[src/rtl/maq_h_if.sv]
// Bundles the hours-stage controls and display outputs of the digital clock.
// The slave modport is the hours stage; the master is whoever drives it.
interface maq_h_if;
  logic       maqh_enable;
  logic       maqh_incremento;
  logic       maqh_ajuste_up;
  logic       maqh_ajuste_down;
  logic       maqh_modo12;
  logic [3:0] maqh_Lsd;
  logic [1:0] maqh_Msd;
  logic       maqh_pm;
  logic       maqh_incrementadia;

  modport slave (
    input  maqh_enable, maqh_incremento, maqh_ajuste_up, maqh_ajuste_down, maqh_modo12,
    output maqh_Lsd, maqh_Msd, maqh_pm, maqh_incrementadia
  );

  modport master (
    output maqh_enable, maqh_incremento, maqh_ajuste_up, maqh_ajuste_down, maqh_modo12,
    input  maqh_Lsd, maqh_Msd, maqh_pm, maqh_incrementadia
  );
endinterface

[src/rtl/maq_h.sv]
// Hours stage of the digital clock: keeps hour 0..23, advances on the minutes carry,
// and takes edge-detected up/down button adjustments. Shows BCD digits in 24h or 12h form.
module maq_h #(
  parameter logic [4:0] RESET_HOUR = 5'd0
) (
  input  logic  maqh_clock,
  input  logic  maqh_reset,
  maq_h_if.slave bus
);

  logic [4:0] hora_reg;
  logic       up_prev;
  logic       down_prev;
  logic       up_edge;
  logic       down_edge;
  logic [4:0] hora_inc;
  logic [4:0] hora_dec;
  logic [4:0] hora_next;

  assign up_edge   = bus.maqh_ajuste_up & ~up_prev;
  assign down_edge = bus.maqh_ajuste_down & ~down_prev;

  // Out-of-range hours (24..31) fold back to 0 going up and to 23 going down.
  assign hora_inc = (hora_reg >= 5'd23) ? 5'd0 : hora_reg + 5'd1;
  assign hora_dec = ((hora_reg == 5'd0) || (hora_reg > 5'd23)) ? 5'd23 : hora_reg - 5'd1;

  // Buttons outrank the minutes carry; a carry arriving alongside an adjust is dropped.
  always_comb begin
    hora_next = hora_reg;
    if (up_edge && down_edge)
      hora_next = hora_reg;
    else if (up_edge)
      hora_next = hora_inc;
    else if (down_edge)
      hora_next = hora_dec;
    else if (bus.maqh_enable && bus.maqh_incremento)
      hora_next = hora_inc;
  end

  always_ff @(posedge maqh_clock) begin
    if (!maqh_reset) begin
      hora_reg  <= RESET_HOUR;
      up_prev   <= 1'b0;
      down_prev <= 1'b0;
    end else begin
      hora_reg  <= hora_next;
      up_prev   <= bus.maqh_ajuste_up;
      down_prev <= bus.maqh_ajuste_down;
    end
  end

  logic [4:0] disp;
  logic       pm;

  always_comb begin
    disp = hora_reg;
    pm   = 1'b0;
    if (bus.maqh_modo12) begin
      if (hora_reg == 5'd0) begin
        disp = 5'd12;
      end else if (hora_reg < 5'd12) begin
        disp = hora_reg;
      end else if (hora_reg == 5'd12) begin
        disp = 5'd12;
        pm   = 1'b1;
      end else begin
        disp = hora_reg - 5'd12;
        pm   = 1'b1;
      end
    end
  end

  // Units digit only needs the low nibble: subtracting 20 or 10 mod 16 is exact here.
  always_comb begin
    bus.maqh_Msd = 2'd0;
    bus.maqh_Lsd = disp[3:0];
    if (disp >= 5'd20) begin
      bus.maqh_Msd = 2'd2;
      bus.maqh_Lsd = disp[3:0] - 4'd4;
    end else if (disp >= 5'd10) begin
      bus.maqh_Msd = 2'd1;
      bus.maqh_Lsd = disp[3:0] - 4'd10;
    end
  end

  assign bus.maqh_pm            = pm;
  assign bus.maqh_incrementadia = (hora_reg == 5'd23);

endmodule

[src/flat_wrapper.sv]
// flat-port wrapper written by rule: the top's interface ports become plain ports
module maq_h_flat 
#(
  parameter logic [4:0] RESET_HOUR = 5'd0
)
  (maqh_clock, maqh_reset, bus_maqh_enable, bus_maqh_incremento, bus_maqh_ajuste_up, bus_maqh_ajuste_down, bus_maqh_modo12, bus_maqh_Lsd, bus_maqh_Msd, bus_maqh_pm, bus_maqh_incrementadia);
  maq_h_if bus_i ();
  input  logic maqh_clock;
  input  logic maqh_reset;
  input wire logic [$bits(bus_i.maqh_enable)-1:0] bus_maqh_enable;
  input wire logic [$bits(bus_i.maqh_incremento)-1:0] bus_maqh_incremento;
  input wire logic [$bits(bus_i.maqh_ajuste_up)-1:0] bus_maqh_ajuste_up;
  input wire logic [$bits(bus_i.maqh_ajuste_down)-1:0] bus_maqh_ajuste_down;
  input wire logic [$bits(bus_i.maqh_modo12)-1:0] bus_maqh_modo12;
  output wire logic [$bits(bus_i.maqh_Lsd)-1:0] bus_maqh_Lsd;
  output wire logic [$bits(bus_i.maqh_Msd)-1:0] bus_maqh_Msd;
  output wire logic [$bits(bus_i.maqh_pm)-1:0] bus_maqh_pm;
  output wire logic [$bits(bus_i.maqh_incrementadia)-1:0] bus_maqh_incrementadia;
  assign bus_i.maqh_enable = bus_maqh_enable;
  assign bus_i.maqh_incremento = bus_maqh_incremento;
  assign bus_i.maqh_ajuste_up = bus_maqh_ajuste_up;
  assign bus_i.maqh_ajuste_down = bus_maqh_ajuste_down;
  assign bus_i.maqh_modo12 = bus_maqh_modo12;
  assign bus_maqh_Lsd = bus_i.maqh_Lsd;
  assign bus_maqh_Msd = bus_i.maqh_Msd;
  assign bus_maqh_pm = bus_i.maqh_pm;
  assign bus_maqh_incrementadia = bus_i.maqh_incrementadia;
  maq_h #(.RESET_HOUR(RESET_HOUR)) u_core (.maqh_clock(maqh_clock), .maqh_reset(maqh_reset), .bus(bus_i));
endmodule
[config.mk]
export PLATFORM = sky130hd
export DESIGN_NAME = maq_h_flat
export DESIGN_NICKNAME = d
export VERILOG_FILES = /design/src/rtl/maq_h_if.sv /design/src/rtl/maq_h.sv /design/src/flat_wrapper.sv
export SDC_FILE = /design/constraint.sdc
export NUM_CORES = 1
export LEC_CHECK = 0
export CORE_MARGIN = 8
export CORE_UTILIZATION = 45
export DETAILED_ROUTE_END_ITERATION = 12
export PLACE_DENSITY = 0.7
export SETUP_SLACK_MARGIN = 0.1
export SYNTH_ARGS = -nofsm -noshare
export SYNTH_HDL_FRONTEND = slang
export SYNTH_SLANG_ARGS = --single-unit
[constraint.sdc]
create_clock -name maqh_clock -period 4.4 [get_ports maqh_clock]
set_input_delay 0.88 -clock maqh_clock [delete_from_list [all_inputs] [get_ports maqh_clock]]
set_output_delay 0.88 -clock maqh_clock [all_outputs]
set_load 0.05 [all_outputs]
==> impl_metrics.csv <==
group,metric,value,unit
setup_path,critPathTopFamily,"buffers and inverters",
clock_network,cts_tree,"done",
setup_path,critPathKind,"input port to output port",
placement,place_area,1006,um2
sta,setup_ws,401.9,ps
floorplanning,chipWidth,59.93,um
setup_path,required,3520,ps
clock_network,cts_buffers,3,
floorplanning,die_h,59.93,um
drt,wl,2086,um
placement,io_buffer_count,14,
layout,final_area,1032,um2
yosys,yosysWarnings,0,
clock_network,clk_pin_slew,50,ps
global_route,grt_usage,12.47,%
layout,antennaDiodeCount,0,
sta,fin_crit_sh,90.87,%
sta,fmax,250.1,MHz
sta,fin_crit,3998,ps
flow_run,max-cap-violations,0,
setup_path,crit_slowest_cell,"clkdlybuf4s50_1",
power,power.leakage,0.3973,nW
worst_hold_path,hold_class,"flip-flop to flip-flop",
drt,viasPerCell,5.894,
power,total_power,0.3888,mW
global_route,grt_pass1_vias,836,
yosys,ys_types,43,
yosys,syn_avg_cell_area,7.753,um2
yosys,synth_top_area_share,16.14,%
drt,ant_nets,0,
placement,post-place-ws,422.5,ps
drt,vias,890,
clock_network,cts_buffer_depth,2,
sta,finalSetupTns,0,ps
yosys,synthTopCellsByArea,"dfxtp_1 16%, ha_1 10%, a21oi_1 4.0%",
clock_network,cts_setup_buffers,0,
layout,largest_register_ffs,5,
yosys,synthCells,112,
sta,setup_viol,0,
clock_network,cts_resized,0,
layout,utilization,54.85,%
placement,placed_cells,147,
global_route,grt_antenna_before_repair,0,
sta,finClkSkew,2.620,ps
layout,nets,139,
yosys,ys_seq_elements,7,
power,irDropWorstVdd,0.2155,mV
yosys,synth_edf_count,0,
clock_network,clock_latency,240,ps
global_route,grt_pass1_wl,3525,um
yosys,yosysTopAreaCell,"dfxtp_1",
placement,dpl.hpwl,1622,um
floorplanning,dieArea,3591,um2
sta,rsz0062_at_grt,"no",
global_route,grt_max_degree,19,
yosys,synth_area,868.3,um2
sta,tightest_slew,575.6,ps
sta,maxSlewViolCount,0,
run_status,outcome,"complete, no violations",
sta,relSlewSlack,61.57,%
setup_path,cp-start-kind,"input port",
floorplanning,coreArea,1882,um2
sta,hold_viol,0,
global_route,use_met1,13.90,%
floorplanning,start_util,46.14,%
floorplanning,ios,15,
drt,drt-initial-drc-count,23,
yosys,synth_nets,126,
global_route,use_met2,21.54,%
layout,final_common_cell,"clkdlybuf4s50_1",
yosys,ys.flop_type,"dfxtp_1",
global_route,use_met3,1.935,%
layout,fin_cells,151,
power,powerDensity,376.6,nW/um2
yosys,synthArstFlopShare,0,%
clock_network,postCtsHoldBufs,0,
placement,place.gp.congestion,0.8491,
setup_path,cp_max_fo,11,
setup_path,crit_path_end_kind,"output port",
drt,drc,0,
floorplanning,row_count,16,
clock_network,clock-sinks,7,
layout,drive_gt1_share,9.677,%
setup_path,critPathArrivalTime,3120,ps
sta,hold_slack,519.5,ps
layout,area_growth,18.88,%
yosys,ys_seq_area_share,16.14,%
global_route,gr-total-overflow,0,
setup_path,path_cells,"clkdlybuf4s50_1 > nor2b_1 > o22a_1 > nor2_1 > nor2_1 > clkdlybuf4s50_1",
clock_network,root_buffer,"clkbuf_4",
drt,first_pass_iters,4,
setup_path,cp_slowest_stage_delay,810,ps
clock_network,htreeDepth,1,
drt,routedWlPerCell,13.81,um
setup_path,cp_num_buf_inv,2,
global_route,grt.busiest_layer,"met2",
==> worst paths after layout <==
kind | from | to | slack (ps) | cells after the start
setup / recovery | bus_maqh_modo12 | bus_maqh_Msd[1] | 400 | 6
hold / removal | u_core.hora_reg[0]$_SDFFE_PN0P_ | u_core.hora_reg[0]$_SDFFE_PN0P_ | 520 | 2
setup reg to reg | u_core.hora_reg[2]$_SDFFE_PN0P_ | u_core.hora_reg[2]$_SDFFE_PN0P_ | 2280 | 7
hold reg to reg | u_core.hora_reg[0]$_SDFFE_PN0P_ | u_core.hora_reg[0]$_SDFFE_PN0P_ | 520 | 2
==> tightest hold or removal path, cell delays in order (launching register included) <==
cell and delay [ps]:
dfxtp_1 340, nand4_1 80, nand2_1 50
==> cell usage after synthesis (3+ instances only) <==
cell      number
nor2b_1        3
a21boi_0       3
nand2_1        6
o211ai_1       3
nor4_1         3
a21oi_1        7
nor2_1         7
nand3_1        4
o21ai_0        7
nor3_1         3
nand2b_1       4
ha_1           7
xnor2_1        3
a31oi_1        3
dfxtp_1        7
inv_1          5
and2_1         5
==> where the power goes <==
group	leakage (nW)	internal, mW	switching (mW)
clock	0.0150	0.0344	0.0212
sequential	0.0580	0.0711	0.0182
combinational	0.324	0.0972	0.147
total	0.397	0.203	0.186
==> cells by family after synthesis <==
kind of cell    share of synthesized area, %
simple gates                           29.83
compound gates                         33.00
buf+inv                                6.628
fa+ha+maj                              10.09
flops                                  16.14
xor+xnor                               3.026
mux                                    1.297
==> final cells by class <==
class | count | area, um2
Sequential cell | 7 | 140.1
Clock buffer | 4 | 26.28
Multi-Input combinational cell | 94 | 670.6
Inverter | 5 | 18.77
Tap cell | 27 | 33.78
Timing Repair Buffer | 14 | 142.6
Fill cell | 197 | 849.6
==> routing by layer <==
layer	part of all wire (%)	wire (um)
met2	48	999
met5	0	0
met3	3.8	80
met1	47	971
met4	1.6	34
No activity file was read; power rests on OpenSTA's default activity.
